[config.mk]
export PLATFORM = sky130hd
export DESIGN_NAME = operand_mux_skid
export DESIGN_NICKNAME = d
export VERILOG_FILES = /design/src/rtl/fwd_pkg.sv /design/src/rtl/skid_buffer.sv /design/src/rtl/operand_mux_skid.sv
export SDC_FILE = /design/constraint.sdc
export NUM_CORES = 1
export LEC_CHECK = 0
export BUFFER_PORTS_ARGS = -buffer_cell sky130_fd_sc_hd__buf_2
export CORE_UTILIZATION = 45
export DETAILED_ROUTE_END_ITERATION = 8
export GPL_TIMING_DRIVEN = 0
export PLACE_DENSITY = 0.71
export SKIP_LAST_GASP = 1
export SLEW_MARGIN = 40
export SYNTH_ARGS = -nofsm -noshare
export SYNTH_HDL_FRONTEND = slang
export SYNTH_SLANG_ARGS = --single-unit
[constraint.sdc]
create_clock -name clk -period 4 [get_ports clk]
set_clock_uncertainty 0.05 [all_clocks]
set_input_delay 0.4 -clock clk [delete_from_list [all_inputs] [get_ports clk]]
set_output_delay 0.4 -clock clk [all_outputs]
set_load 0.005 [all_outputs]
[src/rtl/fwd_pkg.sv]
// fwd_pkg: shared definitions for the forwarding / operand-select path.
//   sel_w()       : select-code width for an N:1 mux (at least 1 bit)
//   FILL_DEFAULT  : operand value emitted for an out-of-range select
//   skid_state_e  : occupancy of the 2-entry skid buffer
package fwd_pkg;

  localparam int FILL_DEFAULT = 0;

  typedef enum logic [1:0] {
    EMPTY = 2'd0,   // main=0, skid=0
    ONE   = 2'd1,   // main=1, skid=0
    FULL  = 2'd2    // main=1, skid=1
  } skid_state_e;

  function automatic int sel_w(input int n);
    return (n > 1) ? $clog2(n) : 1;
  endfunction

endpackage

[src/rtl/skid_buffer.sv]
// skid_buffer: 2-entry registered valid/ready buffer.
//   clk, rst_n   : clock, async active-low reset
//   flush        : synchronous clear of both entries
//   in_valid/in_ready/in_data    : upstream handshake (in_ready is purely registered)
//   out_valid/out_ready/out_data : downstream handshake, out_data driven from main entry
// The skid entry only fills when main is occupied and stalled, so in_ready
// can be a function of state alone and upstream never sees a comb path.
module skid_buffer
  import fwd_pkg::*;
#(
  parameter int W = 8
) (
  input  logic         clk,
  input  logic         rst_n,
  input  logic         flush,
  input  logic         in_valid,
  output logic         in_ready,
  input  logic [W-1:0] in_data,
  output logic         out_valid,
  input  logic         out_ready,
  output logic [W-1:0] out_data
);

  skid_state_e  st_q, st_d;
  logic [W-1:0] main_q, skid_q;
  logic         acc, emit;

  assign in_ready  = (st_q != FULL);
  assign out_valid = (st_q != EMPTY);
  assign out_data  = main_q;
  assign acc       = in_valid & in_ready;
  assign emit      = out_valid & out_ready;

  always_comb begin
    st_d = st_q;
    case (st_q)
      EMPTY:   if (acc) st_d = ONE;
      ONE: begin
        if (acc && !emit)      st_d = FULL;
        else if (!acc && emit) st_d = EMPTY;
      end
      FULL:    if (emit) st_d = ONE;
      default: st_d = EMPTY;
    endcase
    if (flush) st_d = EMPTY;
  end

  always_ff @(posedge clk or negedge rst_n) begin
    if (!rst_n) st_q <= EMPTY;
    else        st_q <= st_d;
  end

  // Data moves only on handshakes; a flush leaves the payload regs alone
  // since out_valid=0 already hides them.
  always_ff @(posedge clk or negedge rst_n) begin
    if (!rst_n) begin
      main_q <= '0;
      skid_q <= '0;
    end else if (!flush) begin
      case (st_q)
        EMPTY: if (acc) main_q <= in_data;
        ONE: begin
          if (acc && emit) main_q <= in_data;
          else if (acc)    skid_q <= in_data;
        end
        FULL: if (emit) main_q <= skid_q;
        default: ;
      endcase
    end
  end

endmodule

[src/rtl/operand_mux_skid.sv]
// operand_mux_skid: NUM_IN:1 operand select for the X stage, registered
// through a 2-entry skid buffer so a stalled ALU never loses operands.
//   clk, rst_n   : clock, async active-low reset
//   flush        : synchronous pipeline flush (drops buffered and incoming beats)
//   in_valid/in_ready, in_data (NUM_IN packed candidates), in_sel
//   out_valid/out_ready, out_data (selected operand), out_src (its select code)
//   err_illegal  : 1-cycle pulse after an accepted beat with in_sel >= NUM_IN
//   err_count    : saturating illegal-beat count, cleared only by reset
module operand_mux_skid
  import fwd_pkg::*;
#(
  parameter  int               WIDTH  = 32,
  parameter  int               NUM_IN = 3,
  parameter  int               CNT_W  = 8,
  parameter  logic [WIDTH-1:0] FILL   = WIDTH'(FILL_DEFAULT),
  localparam int               SEL_W  = sel_w(NUM_IN)
) (
  input  logic                    clk,
  input  logic                    rst_n,
  input  logic                    flush,
  input  logic                    in_valid,
  output logic                    in_ready,
  input  logic [NUM_IN*WIDTH-1:0] in_data,
  input  logic [SEL_W-1:0]        in_sel,
  output logic                    out_valid,
  input  logic                    out_ready,
  output logic [WIDTH-1:0]        out_data,
  output logic [SEL_W-1:0]        out_src,
  output logic                    err_illegal,
  output logic [CNT_W-1:0]        err_count
);

  localparam int BW = WIDTH + SEL_W;

  logic [NUM_IN-1:0][WIDTH-1:0] cand;
  logic [WIDTH-1:0]             mux_data;
  logic [BW-1:0]                buf_out;

  assign cand = in_data;

  always_comb begin
    mux_data = FILL;
    for (int k = 0; k < NUM_IN; k++)
      if (int'(in_sel) == k) mux_data = cand[k];
  end

  // Select code travels with its data so out_src always matches out_data.
  skid_buffer #(.W(BW)) u_skid (
    .clk       (clk),
    .rst_n     (rst_n),
    .flush     (flush),
    .in_valid  (in_valid),
    .in_ready  (in_ready),
    .in_data   ({mux_data, in_sel}),
    .out_valid (out_valid),
    .out_ready (out_ready),
    .out_data  (buf_out)
  );

  assign out_data = buf_out[BW-1:SEL_W];
  assign out_src  = buf_out[SEL_W-1:0];

  generate
    if (NUM_IN == (1 << SEL_W)) begin : g_noerr
      // Every code is a valid input; nothing to flag.
      assign err_illegal = 1'b0;
      assign err_count   = '0;
    end else begin : g_err
      logic acc_kept, sel_bad;
      // A flushed beat is discarded before it can be counted.
      assign acc_kept = in_valid & in_ready & ~flush;
      assign sel_bad  = (int'(in_sel) >= NUM_IN);

      always_ff @(posedge clk or negedge rst_n) begin
        if (!rst_n) begin
          err_illegal <= 1'b0;
          err_count   <= '0;
        end else begin
          err_illegal <= acc_kept & sel_bad;
          if (acc_kept && sel_bad && (err_count != '1))
            err_count <= err_count + CNT_W'(1);
        end
      end
    end
  endgenerate

endmodule

Word level (Yosys, flattened, before mapping)

Index checks and enable logic that the tools add are counted.

Bits in registers: 79
Input port bits: 103
Output and inout port bits: 45
Logic and storage cells: 52

$add $sub $neg: 1
$lt $le $gt $ge: 1
Equality and inequality tests: 12
Mux-type cells: 13
Bitwise operators: 6
Reductions and logical operators: 14

Operator list:

| cell                                                                     | number |
|---|---|
| 34-bit 2-to-1 mux                                                        | 3 |
| 34-bit case mux with 3 select lines                                      | 1 |
| 32-bit 2-to-1 mux                                                        | 3 |
| 2-bit 2-to-1 mux                                                         | 5 |
| 8-bit by 1-bit adder with 8-bit output (second input constant)           | 1 |
| 8-bit inequality test (second input constant)                            | 1 |
| 2-bit equality test (second input constant)                              | 3 |
| 2-bit by 1-bit inequality test with 1-bit output (second input constant) | 3 |
| 3-bit by 2-bit inequality test with 1-bit output (second input constant) | 2 |
| 2-bit case mux with 3 select lines                                       | 1 |
| 1-bit logical AND                                                        | 5 |
| 5-bit AND reduction                                                      | 1 |
| 1-bit AND                                                                | 4 |
| 2-bit zero test                                                          | 2 |
| 4-bit by 2-bit inequality test with 1-bit output (second input constant) | 1 |
| 4-bit AND reduction                                                      | 1 |
| 3-bit AND reduction                                                      | 1 |
| 3-bit nonzero test                                                       | 1 |
| 2-bit by 1-bit equality test with 1-bit output (second input constant)   | 1 |
| 2-bit >= comparator (second input constant)                              | 1 |
| 1-bit zero test                                                          | 2 |
| 2-bit inequality test (second input constant)                            | 1 |
| 1-bit inverter                                                           | 2 |
| 2-bit nonzero test                                                       | 1 |

Logic depth before layout (Yosys ltp)

Gate-level depths: netlist (run 1).

Depth in word-level cells: 8
Depth in mapped cells: 7
Depth with buffers taken out: 5

Modules after synthesis

A second synthesis (run 1) with hierarchy kept.

Cell total of the unflattened synthesis: 342
Area, all modules: 4311.6 µm²

Modules (own cells, without submodules):

| module           | times used | cells an instance | area an instance (µm²) | sequential area each (µm²) |
|---|---|---|---|---|
| skid_buffer      | 1          | 198               | 3199.3                 | 1751.7 |
| operand_mux_skid | 1          | 144               | 1112.3                 | 225.2 |

Least setup slack after synthesis (run 1)

OpenSTA, ideal clock, no wires.

Kind: input-to-reg
Start: input port in_sel[0]
End: register u_skid.main_q[16], in the netlist u_skid.out_data[16]
Arrival: 1.497 ns
Data required time: 3.825 ns
Slack: 2.328 ns
Stages: 6
Cell sequence: buf_6 > buf_4 > mux2i_1 > o2bb2ai_1 > mux2_2 > mux2_2

Word-level cells in the longest chain between the ends: 6
Elaborated cells on any way between the ends: 9
Classes of those cells: eq/ne (2); mux (6); reduce/logical (1)

RTL lines:

| what                                  | RTL line                             | source |
|---|---|---|
| from (decl)                           | operand_mux_skid.sv:24               | `input logic [SEL_W-1:0] in_sel,` |
| 2-bit zero test                       | operand_mux_skid.sv:44               | `if (int'(in_sel) == k) mux_data = cand[k];` |
| 32-bit 2-to-1 mux (2 in series)       | operand_mux_skid.sv:44               |  |
| 32-bit 2-to-1 mux *                   | operand_mux_skid.sv:44               |  |
| 34-bit 2-to-1 mux (on tied branches)  | skid_buffer.sv:63, skid_buffer.sv:61 |  |
| 34-bit case mux with 3 select lines * | skid_buffer.sv:60                    | `case (st_q)` |
| to (signal assigned)                  | skid_buffer.sv:61                    | `EMPTY: if (acc) main_q <= in_data;` |
| to (signal assigned)                  | skid_buffer.sv:63                    | `if (acc && emit) main_q <= in_data;` |
| to (signal assigned)                  | skid_buffer.sv:66                    | `FULL: if (emit) main_q <= skid_q;` |
| to (decl)                             | skid_buffer.sv:25                    | `logic [W-1:0] main_q, skid_q;` |

Mark *: on every way between the ends. The rest lies on a longest branch, timed or not. The select of a mux whose other input is x is not followed.
A chain may end at the register's enable or synchronous reset.

Worst setup path in the final report (run 1)

Start: register u_skid.st_q[0]
End: output port in_ready

Word-level cells in the longest chain between the ends: 1

RTL lines:

| what                   | RTL line               | source |
|---|---|---|
| from (decl)            | skid_buffer.sv:24      | `skid_state_e st_q, st_d;` |
| from (signal assigned) | skid_buffer.sv:50      | `else st_q <= st_d;` |
| 2-bit inequality test  | skid_buffer.sv:28      | `assign in_ready = (st_q != FULL);` |
| to (decl)              | operand_mux_skid.sv:22 | `output logic in_ready,` |

No other way between the ends.

==> metrics.csv, run 1 <==
stage,metric,value,unit
die,initial_core_util,47.3,%
cells_and_area,antenna_cells,0,
die,die_height,98.7,µm
sta,worstMarginPinSlew,0.605,ns
clocking,root_buffer,clkbuf_8,
synth,ys_types,29,
cells_and_area,final_nets,576,
global_routing,grt_pass1_wl,14900,µm
synth,muxShareOfSynthArea,35.7,%
clocking,h-tree-depth,3,
synth,yosysTopAreaCell,dfrtp_1,
route,drc,0,
critical_path,worstPathArrival,1.52,ns
synth,synth_ff_type,dfrtp_1,
min_path,min_path_type,primary input to register,
clocking,clk_pin_slew_worst_paths,0.08,ns
synth,yosys.area_share.xor_xnor,1.04,%
die,io_pins,148,
clocking,clockBufferDepth,2,
synth,synthesis.nets,418,
critical_path,critPathKind,register to output pin,
sta,tns,0,ns
route,vias_per_cell,5.25,
global_routing,grt_usage,19.9,%
cells_and_area,drive_above_1_share,60.6,%
critical_path,cp-start-kind,register,
pwr,power.density,429,nW/µm²
route,firstDrtPassIters,4,
sta,rsz0062_at_grt,no,
global_routing,grt_pass1_vias,3115,
synth,yosysSeqAreaShare,47.0,%
route,avgRoutedWirePerCell,16.3,µm
route,routed_wl,9550,µm
die,dieArea,9730,µm²
synth,post_synth.cell_area_avg,13.4,µm²
global_routing,antenna_found_initial,0,
die,coreArea,8890,µm²
cells_and_area,stdcell_area,5340,µm²
critical_path,critPathMaxFanout,10,
die,rows,34,
clocking,numCtsBuffers,9,
placed_design,place_area,5100,µm²
cells_and_area,area_delta_synth_final,27.0,%
run,maxCapViolCount,0,
synth,synth_simple_gate_area_share,4.23,%
cells_and_area,regArea,1980,µm²
route,drtAntennaViolNets,0,
sta,setup_viol,0,
cells_and_area,multiInputGateArea,2060,µm²
synth,netlist_top_cells_area,"dfrtp_1 (47%), mux2_2 (27%), mux2i_1 (7.9%)",
placed_design,io_buffers,145,
sta,max_freq,507,MHz
cells_and_area,nFillCells,791,
synth,ys_ff_latch,79,
clocking,cts.sink_count,79,
die,die_w,98.7,µm
synth,async_reset_ff_share,100,%
synth,netlist_instances,314,
sta,fin_crit,1.97,ns
synth,synth_top_area_share,47.0,%
synth,synth_top_family_by_area,multiplexers,
sta,fin_crit_sh,49.3,%
placed_design,hpwl,7070,µm
synth,ys_warn_count,0,
sta,hold_violations,0,
synth,synth_edf_count,0,
sta,relSlewSlack,59.7,%
critical_path,cp.required,3.55,ns
clocking,cts_tree,built,
critical_path,cp-end-kind,output pin,
synth,synth_area,4200,µm²
route,first_iter_violations,55,
sta,timing.final.max_slew_violations,0,
route,route.vias.total,3071,
pwr,leakage,2.69,nW
placed_design,gp_congestion,0.784,
synth,synth_adder_area_share,0.298,%
clocking,clock_latency,0.35,ns
global_routing,grt_start_max_net_pins,50,
global_routing,gr-total-overflow,0,
synth,synth-compound-area-share,7.77,%
pwr,ir_drop,0.247,mV
run_status,status,"complete, no violations",
sta,holdWs,0.205,ns
-- final timing paths --
check	startpoint	to	slack, ns	cells past startpoint
min in group asynchronous	rst_n	u_skid.out_data[25]	0.44	2
max in group asynchronous	rst_n	u_skid.out_data[31]	2.93	3
hold reg to reg	u_skid.skid_q[27]	u_skid.skid_q[27]	0.46	1
setup reg to reg	err_count[0]	err_count[1]	2.17	5
setup / recovery	u_skid.st_q[0]	in_ready	2.03	4
hold / removal	flush	u_skid.st_q[0]	0.20	2
-- layout make-up --
class                      instances  area share [%]
sequential                        79            37.0
tap                              108            2.53
clock inverter                     5            1.50
inverter                           1          0.0703
multi-input combinational        212            38.6
timing repair buffer             147            14.4
buffer                            22            3.02
clock buffer                      11            2.84
-- cells in the final DEF, fill, tap and decap left out, types with 2 or more instances in the layout --
cell type / netlist / routed
or2_2: 2 / 2
o2bb2ai_1: 32 / 32
a21boi_0: 2 / 2
buf_2: 6 / 150
buf_4: 7 / 7
bufinv_16: 0 / 2
nor3_1: 6 / 6
nor2b_1: 2 / 2
mux2_2: 102 / 102
mux2_1: 2 / 2
nand3_1: 4 / 4
nand2_1: 6 / 6
mux2i_1: 33 / 33
buf_6: 6 / 7
clkbuf_1: 3 / 3
clkbuf_8: 0 / 11
clkinvlp_4: 0 / 2
xor2_1: 5 / 5
nor2_1: 5 / 5
dfrtp_1: 79 / 79
-- critical path, stage by stage, from the launching register on --
cell,delay [ns]
dfrtp_1,0.42
nand2b_1,0.13
buf_4,0.18
buf_2,0.28
buf_2,0.17
-- through the flow --
step	instances	worst slack (ns)	utilization (%)	power (mW)
detailed placement	568	2.09	57.3	1.63
global route	585	1.93	60.1	2.41
floorplan	314	2.33	-	1.39
global placement	567	1.90	57.0	1.60
finish	585	2.03	60.1	2.29
CTS	585	2.02	60.1	2.31
-- state kept, by name (all words and copies together) (netlist names) --
signal and flops:
err_illegal 1, u_skid.out_data 34, u_skid.st_q 2, u_skid.skid_q 34, err_count 8
-- cell usage after synthesis (2+ instances only) --
cell / count
nand2_1: 6
dfrtp_1: 79
nor3_1: 6
mux2_2: 102
mux2_1: 2
buf_2: 6
mux2i_1: 33
a21boi_0: 2
xor2_1: 5
o2bb2ai_1: 32
nor2b_1: 2
clkbuf_1: 3
buf_6: 6
nor2_1: 5
buf_4: 7
nand3_1: 4
or2_2: 2
-- timing repair --
item | 4_1_cts | 5_1_grt
buffers inserted | 0 | 0
resized for setup | 0 | 0
hold buffers | 1 | 0
hold endpoints to repair | 30 | 0
-- cell families (layout without fill, tap and decap cells) --
kind of cell | Yosys count | after routing
multiplexers | 137 | 137
flip-flops | 79 | 79
AO/OA/AOI/OAI | 37 | 37
AND/OR/NAND/NOR | 32 | 32
buffers and inverters | 23 | 186
XOR/XNOR | 5 | 5
adder cells (fa/ha/maj) | 1 | 1
-- routing by layer --
layer  vias to the layer above  wire length (µm)  global-route usage, %  share of wire (%)
met1                      1470              4410                   25.4                 46
met4                         0               146                   8.15                1.5
li1                       1479                 -                      -                  -
met3                        10               569                   4.33                6.0
met5                         -                 0                      0                  0
met2                       112              4430                   33.0                 46
-- where the power goes --
part	total (mW)	leakage (nW)	internal, mW	switching, mW
clock network	0.679	0.112	0.384	0.295
logic	0.521	1.57	0.315	0.205
registers	1.09	1.00	0.986	0.102
total	2.29	2.69	1.69	0.602
Power figures use the tool's default switching activity.
==> inputs of run 2 (changes only) <==
Settings changed: PLACE_DENSITY 0.71 to 0.74.
Clock period 4 ns to 1.8 ns, I/O delays scaled along.
==> run 2 against run 1 <==
Worst setup slack got worse by 2.0 ns. Wire length increased by 3.3%. Critical endpoint is now u_skid.out_data[8]. Sequential share of layout area about the same. Power increased by 110%. Via count increased by 0.36%. Register-to-register slack got worse by 2.1 ns. Utilization about the same. Largest cell class unchanged. Highest routed layer unchanged. First-iteration DRC count increased by 3.6%. Critical path type is now register to register. Critical path depth increased by 1. Non-clock buffer count increased by 1. Final cell count unchanged. Combinational power increased by 120%.
==> metrics.csv, run 2 (synthesis gave the netlist of run 1 again) <==
stage,metric,value,unit
run_status,status,"complete, no violations",
cells_and_area,final_nets,577,
route,avgRoutedWirePerCell,16.9,µm
pwr,leakage,2.69,nW
clocking,cts.sink_count,79,
die,dieArea,9730,µm²
sta,max_freq,565,MHz
cells_and_area,area_delta_synth_final,27.0,%
clocking,numCtsBuffers,9,
pwr,p_total,4.88,mW
die,initial_core_util,47.3,%
critical_path,critPathMaxFanout,10,
clocking,postCtsSetupRepairBufs,0,
clocking,clk_pin_slew_worst_paths,0.09,ns
cells_and_area,fin_util,60.0,%
clocking,clock_latency,0.36,ns
route,route.vias.total,3082,
cells_and_area,multiInputGateArea,2090,µm²
pwr,ir_drop,0.400,mV
cells_and_area,antenna_cells,0,
global_routing,gr-total-overflow,0,
run,maxCapViolCount,0,
placed_design,gp_congestion,0.792,
cells_and_area,regArea,1980,µm²
critical_path,critPathKind,register to register,
cells_and_area,final_common_cell,buf_2,
die,die_height,98.7,µm
placed_design,io_buffers,145,
cells_and_area,nFillCells,774,
sta,rsz0062_at_grt,yes,
sta,worstMarginPinSlew,0.608,ns
clocking,cts_tree,built,
die,rows,34,
route,firstDrtPassIters,4,
critical_path,cp-end-kind,register,
cells_and_area,drive_above_1_share,61.0,%
global_routing,antenna_found_initial,0,
sta,fin_crit_sh,98.3,%
sta,hold_violations,0,
cells_and_area,stdcell_area,5340,µm²
placed_design,place_area,5100,µm²
critical_path,cp.required,1.98,ns
critical_path,cp-start-kind,register,
route,drc,0,
die,die_w,98.7,µm
placed_design,hpwl,7470,µm
min_path,min_path_type,primary input to register,
pwr,power.density,915,nW/µm²
route,first_iter_violations,57,
route,drtAntennaViolNets,0,
clocking,h-tree-depth,3,
sta,setup_viol,0,
global_routing,grt_start_max_net_pins,47,
route,vias_per_cell,5.27,
sta,relSlewSlack,59.5,%
global_routing,grt_pass1_wl,15600,µm
die,coreArea,8890,µm²
cells_and_area,layout_common_cells,"buf_2 (147), mux2_2 (102), dfrtp_1 (78)",
global_routing,grt_usage,21.0,%
critical_path,worstPathArrival,1.95,ns
clocking,clockBufferDepth,2,
sta,fin_crit,1.77,ns
sta,timing.final.max_slew_violations,0,
route,routed_wl,9870,µm
die,io_pins,148,
global_routing,grt_pass1_vias,3242,
clocking,root_buffer,clkbuf_8,
[run 2: cell types whose count changed in the layout (fill, tap and decap cells not counted), sizes merged]
cell	delta
dlygate4sd3	+1
clkbuf	-1
clkinvlp	+1
bufinv	-1
buf	-1
clkinv	+1
[run 2: final timing paths]
path / start / endpoint / slack [ns] / cells past startpoint
min in group asynchronous: rst_n / u_skid.skid_q[25] / 0.21 / 2
setup reg to reg: u_skid.st_q[1] / u_skid.out_data[8] / 0.03 / 5
hold reg to reg: u_skid.out_data[22] / u_skid.out_data[22] / 0.46 / 1
max in group asynchronous: rst_n / u_skid.out_data[6] / 0.94 / 3
hold / removal: out_ready / u_skid.st_q[1] / 0.1 / 3
setup / recovery: u_skid.st_q[1] / u_skid.out_data[8] / 0.03 / 5
[run 2: power breakdown]
part           internal (mW)  total (mW)  switching (mW)  leakage, nW
clock network          0.628        1.29           0.666       0.0871
logic                  0.705        1.17           0.464         1.60
registers               2.19        2.42           0.229         1.00
[run 2: final cells by class]
cell class	count	area share (%)
Sequential cell	79	37.1
Tap cell	108	2.53
Timing Repair Buffer	148	14.6
Clock buffer	9	2.32
Clock inverter	6	1.17
Inverter	1	0.0703
Buffer	22	3.16
Multi-Input combinational cell	212	39.1
[run 2: critical path: stages, from the launching register on]
cell      delay [ns]
dfrtp_1         0.44
mux2i_1         0.20
nor2_1          0.10
o21bai_4        0.25
buf_4           0.25
mux2_2          0.35
[run 2: what timing repair did]
item | in CTS | in global routing
gates resized for setup | 4 | 4
hold buffers | 2 | 0
endpoints found under the hold margin | 45 | 0
setup endpoints to repair | 21 | 60
[run 2: metal layers]
metal  global-route usage, %  up-vias  wire [µm]
li1                        -     1480          -
met1                    25.0     1479       4210
met2                    37.6      115       4910
met3                    5.39        8        657
met4                    6.08        0         89
met5                       0        -          0
[run 2: stage by stage]
stage | hold WS, ns | cells | worst slack [ns] | setup TNS [ns]
6_report | 0.0962 | 585 | 0.0304 | 0
3_3_place_gp | 0.335 | 567 | -0.0838 | -6.24
5_1_grt | 0.0966 | 585 | -0.0243 | -0.234
3_5_place_dp | 0.0407 | 568 | -0.0230 | -0.0709
2_1_floorplan | -0.166 | 314 | 0.169 | 0
4_1_cts | 0.0789 | 585 | -0.00594 | -0.00594
==> inputs of run 3 (changes only) <==
Settings changed: SYNTH_HIERARCHICAL set to 1.
==> run 3 against run 2 <==
Wire length decreased by 2.2%. Flip-flop and latch count unchanged. Final cell count increased by 11%. Sequential share of layout area decreased by 2.2 points. Synthesized cell count increased by 8.9%. Clock power increased by 17%. Via count increased by 5.2%. Area after synthesis increased by 2.6%. Largest cell class unchanged. Non-clock buffer count increased by 15. Register-to-register slack improved by 0.02 ns. Worst setup slack improved by 0.022 ns. Critical endpoint is now u_skid/out_data[12].
==> metrics.csv, run 3 <==
stage,metric,value,unit
placed_design,io_buffers,147,
cells_and_area,multiInputGateArea,2180,µm²
synth,synth_area,4310,µm²
global_routing,grt_pass1_vias,3213,
route,drtAntennaViolNets,0,
critical_path,path_delay_family,buffers and inverters,
cells_and_area,antenna_cells,0,
sta,rsz0062_at_grt,yes,
sta,max_freq,572,MHz
clocking,h-tree-depth,3,
die,rows,35,
global_routing,grt_pass1_wl,15500,µm
run_status,status,"complete, no violations",
synth,synth_edf_count,0,
critical_path,critPathKind,register to register,
sta,tns,0,ns
cells_and_area,final_nets,622,
cells_and_area,area_delta_synth_final,31.5,%
pwr,power.density,935,nW/µm²
die,initial_core_util,46.7,%
cells_and_area,layout.cells.non_filler,652,
die,coreArea,9240,µm²
clocking,numCtsBuffers,9,
placed_design,dp_cells,619,
route,routed_wl,9650,µm
synth,ys_warn_count,6,
critical_path,r2r_cells,7,
critical_path,cp_slowest_cell,dfrtp_1,
critical_path,cp-end-kind,register,
global_routing,antenna_found_initial,0,
synth,synth_top_family_by_area,multiplexers,
synth,synth_adder_area_share,0.290,%
sta,worstMarginPinSlew,0.442,ns
synth,synthesis.nets,446,
synth,muxShareOfSynthArea,36.6,%
critical_path,path_cells,buf_4 -> nor2b_4 -> nand2_1 -> a21oi_4 -> buf_12 -> buf_6 -> mux2_4,
global_routing,grt_start_max_net_pins,61,
sta,fin_crit_sh,97.1,%
clocking,cts_tree,built,
cells_and_area,drive_above_1_share,58.7,%
global_routing,grt_usage,20.2,%
route,firstDrtPassIters,4,
route,route.vias.total,3242,
critical_path,slowest_delay,0.41,ns
die,die_height,99.9,µm
critical_path,cp.depth,7,
synth,async_reset_ff_share,100,%
cells_and_area,nFillCells,743,
route,avgRoutedWirePerCell,14.8,µm
critical_path,worstPathArrival,1.92,ns
synth,yosys.area_share.xor_xnor,0.813,%
pwr,ir_drop,0.604,mV
cells_and_area,regArea,1980,µm²
sta,hold_violations,0,
synth,netlist_top_cells_area,"dfrtp_1 (46%), mux2_2 (21%), mux2i_1 (7.9%)",
route,vias_per_cell,4.97,
clocking,clockBufferDepth,2,
critical_path,path_buf_inv,3,
sta,fin_crit,1.75,ns
die,die_w,99.9,µm
route,first_iter_violations,44,
cells_and_area,layout_common_cells,"buf_2 (152), mux2_2 (80), dfrtp_1 (78)",
synth,yosysMostFrequentCell,mux2_2,
synth,yosysTopAreaCell,dfrtp_1,
critical_path,cp-start-kind,register,
placed_design,gp_congestion,0.761,
critical_path,critPathMaxFanout,10,
placed_design,hpwl,6890,µm
route,drc,0,
cells_and_area,stdcell_area,5670,µm²
min_path,hold_depth,2,
synth,synth_common_cells,"mux2_2 (81), dfrtp_1 (79), nand2_1 (37)",
sta,relSlewSlack,70.4,%
clocking,clock_latency,0.35,ns
global_routing,gr-total-overflow,0,
synth,ys_types,35,
critical_path,cp.required,1.98,ns
synth,netlist_instances,342,
sta,setup_viol,0,
synth,ys_ff_latch,79,
synth,synth_ff_type,dfrtp_1,
min_path,min_path_type,primary input to register,
placed_design,place_area,5260,µm²
synth,synth_top_area_share,45.9,%
cells_and_area,final_common_cell,buf_2,
synth,synth-compound-area-share,5.28,%
run,maxCapViolCount,0,
clocking,root_buffer,clkbuf_8,
pwr,leakage,2.85,nW
clocking,clk_pin_slew_worst_paths,0.09,ns
clocking,cts.sink_count,79,
cells_and_area,fin_util,61.3,%
synth,yosysSeqAreaShare,45.9,%
synth,post_synth.cell_area_avg,12.6,µm²
die,io_pins,148,
die,dieArea,9980,µm²
sta,timing.final.max_slew_violations,0,
synth,synth_simple_gate_area_share,7.05,%
[run 3: cell count changes after synthesis, moves of 3 or more]
cell,delta
mux2_1,+3
mux2_4,+18
nand2_1,+31
xnor2_1,+3
o2bb2ai_1,-32
nand4_1,+3
buf_6,+4
inv_1,+3
nand3_1,-4
nor3_1,-5
xor2_1,-4
buf_4,-6
mux2_2,-21
o21ai_0,+32
[run 3: cell type report]
cell class              instances  share of cell area (%)
multi-input cells             239                    38.5
flip-flops and latches         79                    34.9
repair buffers                167                    16.6
well taps                     129                    2.85
plain buffers                  18                    2.80
clock buffers                  10                    2.43
clock inverters                 6                    1.66
inverters                       4                   0.309
[run 3: per-layer routing]
layer / global-route usage (%) / up-vias / wire (µm) / share of wire, %
met1: 26.6 / 1563 / 4360 / 45
met5: 0 / - / 0 / 0
met3: 4.04 / 12 / 451 / 4.7
li1: - / 1573 / - / -
met2: 33.4 / 94 / 4710 / 49
met4: 6.67 / 0 / 133 / 1.4
[run 3: final timing paths]
check | start | end | slack [ns]
worst min register to register | u_skid/out_data[0] | u_skid/out_data[0] | 0.44
worst min-delay path | in_sel[0] | u_skid/skid_q[0] | 0.04
min in group asynchronous | rst_n | err_count[3] | 0.18
worst max register to register | u_skid/st_q[1] | u_skid/out_data[12] | 0.05
max in group asynchronous | rst_n | u_skid/st_q[0] | 0.96
worst max-delay path | u_skid/st_q[1] | u_skid/out_data[12] | 0.05
[run 3: stage by stage]
step / total power, mW / setup WS, ns / hold WS [ns]
2_1_floorplan: 3.22 / 0.00413 / -0.166
3_3_place_gp: 3.70 / -0.115 / 0.343
3_5_place_dp: 3.78 / -0.152 / -0.0141
4_1_cts: 5.29 / 0.0191 / 0.0425
5_1_grt: 5.61 / -0.0169 / 0.0407
6_report: 5.30 / 0.0522 / 0.0448
[run 3: logic make-up after synthesis]
kind of cell / after synthesis
multiplexers: 138
AND/OR/NAND/NOR: 57
XOR/XNOR: 4
adder cells (fa/ha/maj): 1
flip-flops: 79
buffers and inverters: 24
AO/OA/AOI/OAI: 39
[run 3: repair_timing]
item                                    4_1_cts  5_1_grt
resized for setup                             1       11
hold buffers                                  2        0
pin swaps                                     3        4
buffers inserted                              6       11
hold endpoints to repair                     80        0
endpoints found under the setup margin       64       35
[run 3: power breakdown]
group	switching [mW]	leakage, nW	internal (mW)	total, mW
Clock	0.682	0.113	0.826	1.51
Sequential	0.250	0.994	2.21	2.46
Combinational	0.512	1.75	0.824	1.34
Total	1.44	2.85	3.86	5.30
